$ cat config.mk
export PLATFORM = sky130hd
export DESIGN_NAME = func_root_unit
export DESIGN_NICKNAME = d
export VERILOG_FILES = /design/src/rtl/func_root_unit.sv
export SDC_FILE = /design/constraint.sdc
export NUM_CORES = 1
export LEC_CHECK = 0
export ABC_AREA = 1
export CORE_UTILIZATION = 54
export DETAILED_ROUTE_END_ITERATION = 10
export PLACE_DENSITY = 0.75
export SLEW_MARGIN = 5
export SYNTH_ARGS = -nofsm -noshare
export SYNTH_HDL_FRONTEND = slang
export SYNTH_SLANG_ARGS = --single-unit
$ cat constraint.sdc
create_clock -name clk_i -period 7.3 [get_ports clk_i]
set_clock_uncertainty 0.15 [all_clocks]
set_input_delay 1.095 -clock clk_i [delete_from_list [all_inputs] [get_ports clk_i]]
set_output_delay 1.095 -clock clk_i [all_outputs]
set_load 0.1 [all_outputs]
$ cat src/rtl/func_root_unit.sv
// Floor square root of a_bi and floor cube root of b_bi, computed concurrently by
// MSB-first digit-recurrence units; mode_i selects sum, sqrt only or cbrt only.
module func_root_unit #(
  parameter int W = 8
) (
  input  logic           clk_i,
  input  logic           rst_i,
  input  logic [W-1:0]   a_bi,
  input  logic [W-1:0]   b_bi,
  input  logic [1:0]     mode_i,
  input  logic           start_i,
  output logic [1:0]     busy_o,
  output logic [W/2:0]   y_bo,
  output logic           done_o,
  output logic           error_o
);

  localparam int YW   = W / 2 + 1;
  localparam int NS   = W / 2;
  localparam int NC   = (W + 2) / 3;
  localparam int CB   = 3 * NC;
  localparam int RW   = W + 2;
  localparam int CW   = 3 * NC + 2;
  localparam int MAXI = (NS > NC) ? NS : NC;
  localparam int CNTW = $clog2(MAXI + 1);

  localparam logic [CNTW-1:0] NS_C = CNTW'(NS);
  localparam logic [CNTW-1:0] NC_C = CNTW'(NC);
  localparam logic [CNTW-1:0] MX_C = CNTW'(MAXI);

  if ((W < 4) || (W % 2 != 0)) begin : g_bad_w
    $error("func_root_unit: W must be even and at least 4");
  end

  typedef enum logic {IDLE, RUN} state_t;

  state_t           state_q;
  logic [1:0]       busy_q;
  logic [W-1:0]     a_q;
  logic [CB-1:0]    b_q;
  logic [RW-1:0]    srem_q;
  logic [NS-1:0]    sroot_q;
  logic [CW-1:0]    crem_q;
  logic [NC-1:0]    croot_q;
  logic [CNTW-1:0]  cnt_q;
  logic [YW-1:0]    y_q;
  logic             done_q;
  logic             err_pend_q;
  logic             err_q;

  logic [RW-1:0]    s_rem_sh, s_trial, srem_d;
  logic [NS-1:0]    sroot_d;
  logic [CW-1:0]    c_rem_sh, c_y2w, c_prod, c_trial, crem_d;
  logic [NC-1:0]    croot_d;
  logic             s_ge, c_ge, s_en, c_en;
  logic [CNTW-1:0]  last_c;
  logic [YW-1:0]    y_sum;

  // Square root: bring down two operand bits, try subtracting 4*root+1.
  always_comb begin
    s_rem_sh = RW'({srem_q, a_q[W-1:W-2]});
    s_trial  = RW'({sroot_q, 2'b01});
    s_ge     = (s_rem_sh >= s_trial);
    srem_d   = s_ge ? (s_rem_sh - s_trial) : s_rem_sh;
    sroot_d  = {sroot_q[NS-2:0], s_ge};
  end

  // Cube root: bring down three bits, try subtracting 3*y2*(y2+1)+1 with y2 = 2*root.
  always_comb begin
    c_rem_sh = CW'({crem_q, b_q[CB-1:CB-3]});
    c_y2w    = CW'({croot_q, 1'b0});
    c_prod   = c_y2w * (c_y2w + CW'(1));
    c_trial  = (c_prod << 1) + c_prod + CW'(1);
    c_ge     = (c_rem_sh >= c_trial);
    crem_d   = c_ge ? (c_rem_sh - c_trial) : c_rem_sh;
    croot_d  = {croot_q[NC-2:0], c_ge};
  end

  always_comb begin
    s_en  = busy_q[0] && (cnt_q < NS_C);
    c_en  = busy_q[1] && (cnt_q < NC_C);
    y_sum = YW'(sroot_q) + YW'(croot_q);
    case (busy_q)
      2'b01:   last_c = NS_C;
      2'b10:   last_c = NC_C;
      default: last_c = MX_C;
    endcase
  end

  always_ff @(posedge clk_i or negedge rst_i) begin
    if (!rst_i) begin
      state_q    <= IDLE;
      busy_q     <= '0;
      a_q        <= '0;
      b_q        <= '0;
      srem_q     <= '0;
      sroot_q    <= '0;
      crem_q     <= '0;
      croot_q    <= '0;
      cnt_q      <= '0;
      y_q        <= '0;
      done_q     <= 1'b0;
      err_pend_q <= 1'b0;
      err_q      <= 1'b0;
    end else begin
      done_q     <= 1'b0;
      err_pend_q <= 1'b0;
      err_q      <= err_pend_q;
      case (state_q)
        IDLE: begin
          if (start_i) begin
            if (mode_i == 2'b11) begin
              err_pend_q <= 1'b1;
            end else begin
              a_q     <= a_bi;
              b_q     <= CB'(b_bi);
              srem_q  <= '0;
              sroot_q <= '0;
              crem_q  <= '0;
              croot_q <= '0;
              cnt_q   <= '0;
              busy_q  <= {mode_i != 2'b01, mode_i != 2'b10};
              state_q <= RUN;
            end
          end
        end
        RUN: begin
          cnt_q <= cnt_q + CNTW'(1);
          if (s_en) begin
            srem_q  <= srem_d;
            sroot_q <= sroot_d;
            a_q     <= {a_q[W-3:0], 2'b00};
          end
          if (c_en) begin
            crem_q  <= crem_d;
            croot_q <= croot_d;
            b_q     <= {b_q[CB-4:0], 3'b000};
          end
          // Both engaged units have retired all bits by the time cnt reaches last_c.
          if (cnt_q == last_c) begin
            y_q     <= y_sum;
            done_q  <= 1'b1;
            busy_q  <= '0;
            state_q <= IDLE;
          end
        end
        default: state_q <= IDLE;
      endcase
    end
  end

  assign busy_o  = busy_q;
  assign y_bo    = y_q;
  assign done_o  = done_q;
  assign error_o = err_q;

endmodule

# Yosys cells after proc, flatten, opt, wreduce, memory -nomap -nowiden
# Cells that the tools add are included.
# op_classes
addsub,7
mul,1
n_div,0
order_cmp,4
eq_ne,10
n_shift,0
muxes,41
n_bitwise,1
n_reduce_logical,7
# op_table
operator,count
$mux W8,11
$pmux W8 S2,3
$mux W9,3
$pmux W9 S2,1
$mux W3,4
$mux W4,3
$pmux W3 S2,2
$add A10 B9 Y11,1
$add A11 B1 Y11 const B,1
$ge A11 B11 Y1,1
$ge A10 B6 Y1,1
$reduce_and A3 Y1,3
$mul A3 B5 Y8,1
$mux W1,8
$ne A2 B1 Y1 const B,4
$pmux W4 S2,1
$sub A8 B6 Y8,1
$sub A8 B8 Y8,1
$mux W2,3
$ne A2 B2 Y1 const B,3
$add A4 B1 Y5 const B,1
$add A4 B3 Y5,1
$eq A2 B2 Y1 const B,2
$pmux W2 S2,1
8 further kinds,10
# totals
reg_bits,54
latch_bits,0
ram_bits,0
romBits,0
input_bits,21
output_inout_bits,9
wordCells,84
n_memories,0

# Depth between registers and ports, before layout
# Gate-level depths: netlist of the first run.
# logic_depth
word_depth,8
depth_mapped,22
mapped_depth_nobuf,22

# Worst setup path after synthesis of the first run
# No wires, ideal clock.
# synth_timing
kind,register -> register
start,reg croot_q[0]
end,reg croot_q[0]
setup_ns,0.121
arrival_time_ns,2.991
setup_slack_ns,4.038
path_stages_with_launch,22
n_path_buf,0
period_less_slack_ns,3.262
cell_sequence,dfrtp_1 ha_1 ha_1 nand2_1 inv_1 o21bai_1 o21ai_0 o21a_1 ha_1 nand2_1 nand2_1 a21oi_1 xor2_1 ha_1 nand2_1 nor2_1 nand3_1 nand2_1 nor2_2 nand2_2 nand2_1 o21ai_2
# synth_between
elab_chain_cells,7
# synth_rtl
element,line,text
start: declaration,44,logic [NC-1:0] croot_q;
start signal: assignment,136,croot_q <= croot_d;
$add A4 B1 Y5,72,c_prod = c_y2w * (c_y2w + CW'(1));
$mul A3 B5 Y8 (*),72,
$add A10 B9 Y11 (*),73,c_trial = (c_prod << 1) + c_prod + CW'(1);
$add A11 B1 Y11 (*),73,
$ge A11 B11 Y1 (*),74,c_ge = (c_rem_sh >= c_trial);
$mux W3 (*),134,if (c_en) begin
$pmux W3 S2 (*),109,case (state_q)
# Every way passes the cells marked *; elsewhere a longest branch is shown, timed or not. The select of a mux whose other input is x is not followed.
# A chain may end at the register's enable or synchronous reset.

# Worst setup path after layout of the first run
# layout_timing
start,reg croot_q[0]
end,reg crem_q[5]
# layout_between
elab_chain_cells,8
# layout_rtl
element,line,text
$add A4 B1 Y5,72,
$mul A3 B5 Y8 (*),72,
$add A10 B9 Y11 (*),73,
$add A11 B1 Y11 (*),73,
$ge A11 B11 Y1 or $sub A8 B8 Y8 (tied branches),"74, 75",
$mux W8 (*),75,crem_d = c_ge ? (c_rem_sh - c_trial) : c_rem_sh;
$mux W8 (*),134,
$pmux W8 S2 (*),109,
end signal: assignment,135,crem_q <= crem_d;
end: declaration,43,logic [CW-1:0] crem_q;
# Marked as above.

==> metrics.md, run 1 <==
| Metric | Value |
|---|---|
| Mux contribution to synthesized area | `0%` |
| Synth Area in XOR/XNOR | `3.39%` |
| Yosys top cell by area | `dfrtp_1` |
| GPL Wtd Cong | `0.873` |
| Status | `finished with violations` |
| Hold_buf cts | `0` |
| Slew Viols, Final | `0` |
| Drt pass-1 iters | `8` |
| RSZ-0062 raised after global routing | `no` |
| Distinct cells, synth | `40` |
| Min-delay worst type | `reg2reg` |
| Crit start category | `flip-flop` |
| Most used cell, CP | `nand2_1` |
| Routing usage on met1 | `roughly a third` |
| Max Cap Viol | `0` |
| Final hold violation count | `0` |
| Final wirelength | `about 7 mm` |
| Skew-Pair Late Insertion Delay | `roughly 0.31 ns` |
| Setup violations, final | `0` |
| Post-synthesis adder-cell area fraction | `between 10% and 20%` |
| Core box area | `approximately 0.0064 mm²` |
| DRC viols | `2` |
| Vias in the first global route | `between 2000 and 3000` |
| Layout fillers | `about 590` |
| Crit path kind | `reg2reg` |
| Net Count, Synth | `roughly 520` |
| Final cycle utilization of the critical path | `about half` |
| Simple-gate portion of the synthesized area | `a little over a quarter` |
| Port Buffer Count | `29` |
| Number of flops mapped to enable cells by yosys | `0` |
| CTS tree | `built` |
| Setup bufs post-CTS | `0` |
| Global route hottest layer | `met2` |
| Initial antenna violation count | `0` |
| Io pins | `30` |
| Primary FF master, synth | `dfrtp_1` |
| Grt total ovfl | `0` |
| Initial DRC count | `168` |
| Initial Util | `a little under three fifths` |
| Vias | `around 3000` |
| Largest net degree at the start of global routing | `between 50 and 60` |
| Final nets | `about 550` |
| Hold Slack | `~0.21 ns` |
| Global-route wire length before repair | `between 10 and 15 mm` |
| Mapped cell area | `between 0.003 and 0.004 mm²` |
| Inserted Clock Buffers | `5` |
| Tmin final | `roughly 3.7 ns` |
| CP top delay family | `simple AND/OR/NAND/NOR gates` |
| Crit path buf inv count | `1` |
| Tightest Pin Transition | `a little under 1 ns` |
| Die span in x | `between 80 and 90 µm` |
| Synth top area cells | `dfrtp_1 (37%), nand2_1 (14%), ha_1 (11%)` |
| Peak Freq | `roughly 270 MHz` |
| Crit path DAT | `between 3 and 4 ns` |
| Critical path data required time | `7.41 ns` |
| Die area | `slightly above 0.007 mm²` |
| Most frequent cell after synthesis | `nand2_1` |
| Max_slew headroom | `between 30% and 40%` |
| Drt via density | `between 5 and 6` |
| Top cells by count, synth | `nand2_1 (138), inv_1 (60), dfrtp_1 (54), nand3_1 (36), ha_1 (31)` |
| Syn avg cell area | `approximately 7.9 µm²` |
| Fraction of registers with async set or reset after synthesis | `100%` |
| WL per Instance | `around 13 µm` |
| Post-route ant nets | `0` |
| Synth Warn # | `0` |
| Root Driver | `clkbuf_8` |
| Clk slew on worst S/H paths | `~0.10 ns` |
| Register area | `0.00135 mm²` |
| Area Overhead vs Synth | `12.6%` |
| GRT Total Usage | `a little under a quarter` |
| Synth Area in Compound Gates | `roughly an eighth` |
| Proportion of layout cells with a drive suffix above 1 | `between 7 and 8%` |
| Number of placement rows | `29` |
| Clock buffer depth | `2` |
| Main combinational cell family by area after synthesis | `simple AND/OR/NAND/NOR gates` |
| #FFs+latches synth | `54` |
| Worst-path cell chain | `ha_1, ha_1, nand2_1, inv_1, o21bai_1, o21ai_0, o21a_1, ha_1, a21oi_1, nand2_1, a21oi_1, ha_1, nand2_1, nor2_1, nand3_1, nand2_1, nor2_2, nand2_2, nand2_1, nand3_1, nand2_1` |
| Cells after synthesis | `460` |
| Post-cts repair resize count | `0` |
| Failing checks | `DRC` |
| Crit Path Max Fanout | `9` |
| Setup TNS | `0 ns` |
| M3 GR Usage | `under 10%` |
| CTS Sinks | `54` |
| Largest stage delay, worst path | `0.48 ns` |
| Ant diodes | `0` |
| Register area share after synthesis | `roughly 37%` |
| H-tree depth | `2` |
| CP Capture Type | `flip-flop` |
| Post-DP HPWL | `between 5 and 6 mm` |
| M2 GR Usage | `approximately two fifths` |
| CP max stage cell | `dfrtp_1` |
| Area occupied by multi-input gates | `0.00196 mm²` |
| Die Ht | `about 84 µm` |
| Area share of the leading cell type in the synthesized netlist | `37.3%` |
## area by class of cell
cell class | count | area share [%]
Clock buffer | 6 | 2.03
Clock inverter | 1 | 0.737
Inverter | 67 | 6.54
Multi-Input combinational cell | 333 | 48.0
Sequential cell | 54 | 33.1
Tap cell | 77 | 2.36
Timing Repair Buffer | 30 | 7.18
## final timing paths
| path | cells after the start | end | startpoint | slack, ns |
|---|---|---|---|---|
| worst max-delay path | 21 | crem_q[5] | croot_q[0] | 3.60 |
| worst min-delay path | 0 | error_o | err_pend_q | 0.21 |
| worst max register to register | 21 | crem_q[5] | croot_q[0] | 3.60 |
| worst min register to register | 0 | error_o | err_pend_q | 0.21 |
| max in group asynchronous | 2 | srem_q[0] | rst_i | 5.78 |
| min in group asynchronous | 2 | crem_q[7] | rst_i | 0.74 |
## through the flow
step	cell area, µm²	setup slack, ns	cells	util [%]
finish	4080	3.60	568	63.5
global route	4080	3.25	568	63.5
CTS	4080	3.60	568	63.5
detailed placement	3960	3.63	561	61.7
global placement	3960	3.79	561	61.7
floorplan	3620	4.04	460	-
## cell families (layout without fill, tap and decap cells)
| logic type | Yosys count | after routing |
|---|---|---|
| AND/OR/NAND/NOR | 217 | 217 |
| AO/OA/AOI/OAI | 68 | 68 |
| flip-flops | 54 | 54 |
| adder cells (fa/ha/maj) | 34 | 34 |
| XOR/XNOR | 14 | 14 |
| buffers and inverters | 73 | 104 |
## cell usage in the layout, fill, tap and decap left out, types with 2 or more instances in the layout
master and instances:
a21oi_1 15, a22o_1 2, a31oi_1 3, clkbuf_8 6, clkdlybuf4s50_1 28, dfrtp_1 54
fa_1 3, ha_1 31, inv_1 60, inv_2 3, inv_4 3, nand2_1 138
nand2_2 2, nand3_1 36, nand4_1 4, nor2_1 24, o211ai_1 8, o21ai_0 21
o21ai_2 7, o21bai_1 2, o22ai_1 6, or2_2 3, xnor2_1 6, xor2_1 8
## sequential cells by signal, indices dropped and copies added (netlist names), 2 cells and up
register and count:
crem_q 8, cnt_q 3, srem_q 8, sroot_q 4, b_q 9, croot_q 3, busy_o 2, y_bo 5
a_q 8
## routing by layer
metal,up-vias,routed length [µm]
met1,1404,3490
li1,1552,-
met2,52,3370
met3,6,255
met5,-,0
met4,0,58
Power of run 1 is left out: the tool's default activity adds up to more than one toggle a clock period on the data nets, which glitch-free logic cannot reach.
==> run 2: changes to the inputs <==
- CORE_UTILIZATION: 54 -> 53
- PLACE_DENSITY: 0.75 -> 0.77
- clock period: 7.3 -> 3 ns (I/O delays scaled with it)
==> run 2 against run 1 <==
  * The flow finishes with violations (DRC, setup timing)
  * Hold slack got worse by 0.12 ns
  * Critical path depth decreased by 1
  * Cell count increased by 5.5%
  * Non-clock buffer count increased by 29
  * Largest cell class unchanged
  * Maximum frequency increased by 10%
==> metrics.md, run 2 (same netlist as run 1, synthesis figures left out) <==
| Metric | Value |
|---|---|
| Number of placement rows | `29 (unchanged)` |
| CTS tree | `built` |
| Drt via density | `5.42 (+2.2%)` |
| Failing checks | `DRC, setup timing` |
| Setup violations, final | `9 (+9)` |
| Grt total ovfl | `0 (unchanged)` |
| Most common cell after layout, fill and taps aside | `nand2_1` |
| Largest register by flop count | `b_q` |
| Post-route ant nets | `0 (unchanged)` |
| WL per Instance | `13.8 µm (+9.4%)` |
| Setup slack at placement | `-0.319 ns (-3.95 ns)` |
| CTS Sinks | `54 (unchanged)` |
| Final wirelength | `8.27 mm (+15%)` |
| RSZ-0062 raised after global routing | `yes` |
| DRC viols | `2 (unchanged)` |
| Inserted Clock Buffers | `5 (unchanged)` |
| Tightest Pin Transition | `0.836 ns (-0.156 ns)` |
| Tmin final | `3.35 ns (-0.343 ns)` |
| Proportion of layout cells with a drive suffix above 1 | `21.8% (+15 points)` |
| Max_slew headroom | `44.3% (+11 points)` |
| Area Overhead vs Synth | `24.6%` |
| Clock buffer depth | `2 (unchanged)` |
| Drt pass-1 iters | `8 (unchanged)` |
| Peak Freq | `298 MHz (+10%)` |
| Slew Viols, Final | `0 (unchanged)` |
| GRT Total Usage | `24.6% (+1.6 points)` |
| Crit start category | `flip-flop` |
| Skew-Pair Late Insertion Delay | `0.31 ns (about the same)` |
| Critical path data required time | `3.05 ns (-4.36 ns)` |
| Min-delay worst type | `in2async` |
| Status | `finished with violations` |
| Final nets | `577 (+5.7%)` |
| Port Buffer Count | `29 (unchanged)` |
| Post-DP HPWL | `5.81 mm (+9.4%)` |
| Initial DRC count | `215 (+28%)` |
| CP Capture Type | `flip-flop` |
| Die area | `0.00717 mm² (+1.8%)` |
| Commonest cells after routing, fill and taps aside | `nand2_1 (126), inv_1 (58), dfrtp_1 (52)` |
| Setup TNS | `-2.92 ns (-2.92 ns)` |
| Initial Util | `56.1% (-0.32 points)` |
| Largest register FFs | `9 (unchanged)` |
| Layout fillers | `531 (-9.4%)` |
| Vias in the first global route | `3273 (+11%)` |
| Crit path kind | `reg2reg` |
| H-tree depth | `2 (unchanged)` |
| Root Driver | `clkbuf_8` |
| Crit Path Max Fanout | `7 (-2)` |
| Crit path DAT | `3.41 ns (-0.40 ns)` |
| Vias | `3249 (+7.8%)` |
| Global-route wire length before repair | `14.3 mm (+8.9%)` |
| Ant diodes | `0 (unchanged)` |
| GPL Wtd Cong | `0.863 (-1.1%)` |
| Die span in x | `84.7 µm (+0.92%)` |
| Die Ht | `84.7 µm (+0.92%)` |
| Initial antenna violation count | `0 (unchanged)` |
| Final hold violation count | `0 (unchanged)` |
| Clk slew on worst S/H paths | `0.09 ns (about the same)` |
| Io pins | `30 (unchanged)` |
| Final cycle utilization of the critical path | `112% (+61 points)` |
| Largest net degree at the start of global routing | `40 (-27%)` |
| Setup ws final | `-0.354 ns (-3.96 ns)` |
| Core box area | `0.00646 mm² (+0.56%)` |
| Max Cap Viol | `0 (unchanged)` |
[run 2: area by class of cell]
type                    instances  area (µm²)  area share, %
multi-input cells             335        2190           48.5
repair buffers                 59         492           10.9
well taps                      77        96.3           2.14
flip-flops and latches         54        1350           30.0
clock buffers                   6        82.6           1.83
clock inverters                 1        30.0          0.666
inverters                      67         269           5.96
[run 2: final timing paths]
path	start	end	slack, ns	cells past startpoint
max	croot_q[0]	crem_q[3]	-0.35	20
min	rst_i	y_bo[3]	0.08	1
max reg2reg	croot_q[0]	crem_q[3]	-0.35	20
min reg2reg	err_pend_q	error_o	0.21	0
max in group asynchronous	rst_i	crem_q[3]	1.95	2
min in group clk_i	err_pend_q	error_o	0.21	0
[run 2: routing by layer]
layer  up-vias  GRT usage, %  part of all wire, %
li1       1610             -                    -
met1      1493          32.7                   45
met2       116          40.3                   47
met3        30          3.93                  4.9
met4         0          9.86                  3.0
met5         -             0                    0
[run 2: critical path: stages, from the launching register on]
cell and delay, ns:
dfrtp_2 0.48, ha_4 0.19, ha_4 0.16, nand2_4 0.06, inv_4 0.04, o21bai_4 0.10, o21ai_1 0.07, o21a_1 0.16
ha_4 0.27, a21oi_2 0.15, nand2_2 0.09, a21oi_2 0.15, ha_1 0.26, nand2_1 0.08, nand2_1 0.06, inv_1 0.11
nand2_4 0.09, nor2_4 0.23, nand3_1 0.14, nand3_1 0.12, nand2_1 0.06
[run 2: per-stage QoR]
stage	std cells	hold WS, ns	instance area [µm²]	utilization (%)
finish	599	0.0828	4510	69.9
global route	599	0.188	4510	69.9
CTS	598	0.123	4410	68.2
detailed placement	586	0.186	4190	64.8
global placement	586	0.184	4190	64.8
floorplan	460	0.00441	3680	-
[run 2: repair_timing]
item,in CTS,in global routing
buffers inserted,3,1
pin swaps,6,17
hold buffers,0,0
cloned,2,0
endpoints found under the setup margin,9,9
gates resized for setup,20,21
Power of run 2 is left out for the same reason.
==> run 3: changes to the inputs <==
- ABC_CLOCK_PERIOD_IN_PS: not set -> 3000
==> results of run 3 <==
The final DEF is identical to that of run 2; final timing and power are the same.
Power of run 3 is left out for the same reason.
